--- config.mk ---
export PLATFORM = sky130hd
export DESIGN_NAME = mux4_rr_arb
export DESIGN_NICKNAME = d
export VERILOG_FILES = /design/src/rtl/mux4_rr_arb.sv
export SDC_FILE = /design/constraint.sdc
export NUM_CORES = 1
export LEC_CHECK = 0
export BUFFER_PORTS_ARGS = -buffer_cell sky130_fd_sc_hd__buf_4
export CELL_PAD_IN_SITES_DETAIL_PLACEMENT = 2
export CELL_PAD_IN_SITES_GLOBAL_PLACEMENT = 2
export CORE_MARGIN = 10
export CORE_UTILIZATION = 30
export CTS_BUF_LIST = sky130_fd_sc_hd__clkbuf_4 sky130_fd_sc_hd__clkbuf_8
export DETAILED_ROUTE_END_ITERATION = 6
export GPL_ROUTABILITY_DRIVEN = 1
export PLACE_DENSITY_LB_ADDON = 0.15
export SLEW_MARGIN = 30
export SYNTH_ARGS = -nofsm -noshare
export SYNTH_HDL_FRONTEND = slang
export SYNTH_SLANG_ARGS = --single-unit
--- constraint.sdc ---
create_clock -name clk -period 3.45 [get_ports clk]
set_input_delay 0.5175 -clock clk [delete_from_list [all_inputs] [get_ports clk]]
set_output_delay 0.5175 -clock clk [all_outputs]
set_load 0.01 [all_outputs]
--- src/rtl/mux4_rr_arb.sv ---
// Round-robin arbiter owning a shared 4:1 mux; optional burst limit under MUX4_RR_ARB_BURST_EN.
// Grant, select and mux output are all registered; reset is asynchronous active-high.
module mux4_rr_arb #(
  parameter int unsigned BURST_MAX = 4
) (
  input  logic       clk,
  input  logic       rst,
  input  logic [3:0] req,
  input  logic       in0,
  input  logic       in1,
  input  logic       in2,
  input  logic       in3,
  output logic [3:0] grant,
  output logic [1:0] sel,
  output logic       out,
  output logic       out_vld,
  output logic       busy
);

  localparam int unsigned N     = 4;
  localparam int unsigned IDX_W = 2;
  localparam int unsigned CNT_W = 4;

  typedef enum logic {IDLE = 1'b0, OWN = 1'b1} state_e;

  state_e           state_q, state_d;
  logic [N-1:0]     grant_q, grant_d;
  logic [IDX_W-1:0] sel_q, sel_d;
  logic [IDX_W-1:0] last_q, last_d;
  logic             out_q, out_d;
  logic             out_vld_q, out_vld_d;
  logic             busy_q, busy_d;
  logic             win_found;
  logic [IDX_W-1:0] win_idx;
  logic [N-1:0]     din;

`ifdef MUX4_RR_ARB_BURST_EN
  logic [CNT_W-1:0] cnt_q, cnt_d;
  logic             others_pending;
`else
  logic [CNT_W-1:0] burst_unused;
  assign burst_unused = CNT_W'(BURST_MAX);
`endif

  assign din = {in3, in2, in1, in0};

  // First requester in order last+1, last+2, last+3, last.
  always_comb begin
    logic [IDX_W-1:0] cand;
    win_found = 1'b0;
    win_idx   = last_q;
    cand      = '0;
    for (int k = 1; k <= int'(N); k++) begin
      cand = last_q + IDX_W'(k);
      if (!win_found && req[cand]) begin
        win_found = 1'b1;
        win_idx   = cand;
      end
    end
  end

  always_comb begin
    state_d   = state_q;
    grant_d   = grant_q;
    sel_d     = sel_q;
    last_d    = last_q;
`ifdef MUX4_RR_ARB_BURST_EN
    cnt_d          = cnt_q;
    others_pending = |(req & ~grant_q);
`endif
    out_d     = (state_q == OWN) ? din[sel_q] : 1'b0;
    out_vld_d = (state_q == OWN);

    unique case (state_q)
      IDLE: begin
        if (win_found) begin
          state_d = OWN;
          grant_d = 4'b0001 << win_idx;
          sel_d   = win_idx;
          last_d  = win_idx;
`ifdef MUX4_RR_ARB_BURST_EN
          cnt_d   = CNT_W'(1);
`endif
        end
      end
      OWN: begin
        if (req == '0) begin
          state_d = IDLE;
          grant_d = '0;
`ifdef MUX4_RR_ARB_BURST_EN
          cnt_d   = '0;
`endif
        end else if (!req[sel_q]) begin
          grant_d = 4'b0001 << win_idx;
          sel_d   = win_idx;
          last_d  = win_idx;
`ifdef MUX4_RR_ARB_BURST_EN
          cnt_d   = CNT_W'(1);
`endif
        end else begin
`ifdef MUX4_RR_ARB_BURST_EN
          // Owner is last, so the search reaches any other requester before the owner.
          if (cnt_q == CNT_W'(BURST_MAX)) begin
            cnt_d = CNT_W'(1);
            if (others_pending) begin
              grant_d = 4'b0001 << win_idx;
              sel_d   = win_idx;
              last_d  = win_idx;
            end
          end else begin
            cnt_d = cnt_q + CNT_W'(1);
          end
`endif
        end
      end
      default: state_d = IDLE;
    endcase

    busy_d = (state_d == OWN);
  end

  always_ff @(posedge clk or posedge rst) begin
    if (rst) begin
      state_q   <= IDLE;
      grant_q   <= '0;
      sel_q     <= '0;
      last_q    <= IDX_W'(3);
      out_q     <= 1'b0;
      out_vld_q <= 1'b0;
      busy_q    <= 1'b0;
`ifdef MUX4_RR_ARB_BURST_EN
      cnt_q     <= '0;
`endif
    end else begin
      state_q   <= state_d;
      grant_q   <= grant_d;
      sel_q     <= sel_d;
      last_q    <= last_d;
      out_q     <= out_d;
      out_vld_q <= out_vld_d;
      busy_q    <= busy_d;
`ifdef MUX4_RR_ARB_BURST_EN
      cnt_q     <= cnt_d;
`endif
    end
  end

  assign grant   = grant_q;
  assign sel     = sel_q;
  assign out     = out_q;
  assign out_vld = out_vld_q;
  assign busy    = busy_q;

endmodule
==> flow_metrics.tcl <==
set metrics [dict create \
    status "finished clean" \
    min_period_ns 1.77 \
    ir_worst_vdd_v 0.000393 \
    grt_max_degree 12 \
    synthArstFlopShare_pct 100 \
    fin_setup_tns_ns 0 \
    avgViaCountPerCell 4.99 \
    antenna_found_initial 0 \
    ant_nets 0 \
    cts_resized 0 \
    rows 16 \
    worstSetupStartpointType "register" \
    clk_latency_ns 0.27 \
    synth.area.top_cells "dfrtp_1 36%, dfstp_2 8.5%, mux4_2 7.2%, nand2_1 3.6%, nor4_4 3.4%" \
    synth.largest_area_cell "dfrtp_1" \
    cts_sinks 11 \
    cts-root-buf "clkbuf_4" \
    skew_ns 0.00338 \
    post_layout_nonfiller_instances 106 \
    dp_cells 102 \
    grt_pass1_wl_mm 2.99 \
    drt_iter0_drc 5 \
    yosys.cell_types.count 29 \
    wl_met2_um 980 \
    first_pass_iters 4 \
    path_class "reg -> reg" \
    ys_seq_area_share_pct 44.7 \
    drt-total-wl_mm 1.75 \
    hold_viol_final 0 \
    layout_common_cells "18 x buf_4, 9 x dfrtp_1, 6 x nand2_1" \
    finalSetupViolCount 0 \
    ys_warn_count 0 \
    worstMarginPinSlew_ns 0.642 \
    vias 529 \
    dieArea_mm2 0.00429 \
    gp_congestion 0.792 \
    syn_nets 68 \
    drc 0 \
    wl_per_cell_um 16.5 \
    slew_headroom_pct 56.9 \
    antenna_cells 0 \
    placed_area_um2 786 \
    fmax_ghz 0.565 \
    rsz0062_at_grt "no" \
    route.met3.wl_um 76 \
    leakagePower_nw 0.350 \
    synth_edf_count 0 \
    hp-class "in -> async" \
    synth_top_area_share_pct 36.2 \
    grt_pass1_vias 601 \
    synth-seq-cells 11 \
    initial_core_util_pct 31.7 \
    clkSlewWorstSetupHoldPaths_ns 0.07 \
    io_buffer_count 18 \
    final-max-slew-violation-count 0 \
    critPathRequiredTime_ns 3.60 \
    postLayoutCoreUtil_pct 41.6 \
    arrival_ns 1.92 \
    postSynthAreaPerCell_um2 10.7 \
    post-route-period-util_pct 51.3 \
    synth_cells 58 \
    syn2layout_area_growth_pct 31.2 \
    cts_setup_buffers 0 \
    die_w_um 65.5 \
    syn_area_um2 622 \
    cts_tree "done" \
    postCtsHoldBufs 0 \
    core_area_mm2 0.00196 \
    drive_gt1_share_pct 39.2 \
    die_y_um 65.5 \
    top_layer_used "met4" \
    fin_nets 90 \
    grtUsageTotal_pct 9.03 \
    end_kind "register" \
    cts.path.max_buffers 2 \
    crit_fanout 8 \
    numCtsBuffers 3 \
    final.fill_count 240 \
    max_cap_viol_count 0 \
    postLayoutCellArea_um2 816 \
    fin_total_pwr_uw 654 \
    final_common_cell "buf_4" \
    m1WireLength_um 667 \
    grt_overflow 0 \
    htree_levels 1 \
    ys.flop_type "dfrtp_1" \
    power.density_mw_per_mm2 802 \
    ios 19 \
]
==> worst max-delay path: stages, from the launching register on <==
cell	delay (ns)
dfstp_2	0.60
mux2i_1	0.20
nor2_1	0.06
nor3_2	0.48
o31a_1	0.21
o211ai_1	0.08
==> sequential cells by signal, summed over array words and instances (netlist names) <==
| name | cells |
|---|---|
| last_q | 2 |
| sel | 2 |
| out_vld | 1 |
| busy | 1 |
| grant | 4 |
| out | 1 |
==> path summary, 6_finish.rpt <==
path	endpoint	startpoint	cells past startpoint	slack, ns
min in group clk	grant[2]	grant[2]	2	0.51
min reg2reg	grant[2]	grant[2]	2	0.51
max in group asynchronous	last_q[0]	rst	2	2.89
max reg2reg	grant[1]	last_q[1]	5	1.68
max	grant[1]	last_q[1]	5	1.68
min	busy	rst	2	0.23
==> synthesized netlist by cell type (2+ instances only) <==
cell / instances
mux4_2: 2
nor2_1: 4
o21a_1: 2
dfrtp_1: 9
and2_1: 2
nand3_1: 2
nand2b_1: 3
nand3b_1: 2
inv_1: 3
nor3_1: 2
dfstp_2: 2
a21oi_1: 3
nand2_1: 6
==> power by group <==
group,switching (mW),internal (mW)
logic,0.160,0.158
clock network,0.0442,0.0527
registers,0.0523,0.187
==> stage by stage <==
stage / setup slack, ns / hold slack, ns
after floorplan: 1.87 / 0.369
after global placement: 1.62 / 0.501
after detailed placement: 1.59 / 0.498
after CTS: 1.65 / 0.246
after global routing: 1.47 / 0.262
final: 1.68 / 0.231
==> cell type report <==
class | instances | area (um^2) | share of cell area, %
multi-input combinational | 43 | 328 | 40.2
inverter | 3 | 11.3 | 1.38
sequential | 11 | 278 | 34.0
tap | 27 | 33.8 | 4.14
clock buffer | 4 | 30.0 | 3.68
timing repair buffer | 18 | 135 | 16.6
==> logic make-up (layout without fill, tap and decap cells) <==
logic type             after synthesis  after routing  share of synthesized area, %
buffers and inverters                4             25                          2.61
multiplexers                         3              3                          8.85
flip-flops                          11             11                          44.7
AO/OA/AOI/OAI                       14             14                          16.3
AND/OR/NAND/NOR                     26             26                          27.6
==> layer usage <==
layer | GRT usage (%) | vias up
met5 | 0 | -
met4 | 3.21 | 0
met3 | 3.90 | 4
met2 | 16.0 | 9
met1 | 9.26 | 266
li1 | - | 250
Note: power is estimated with default switching activity, not from simulation.
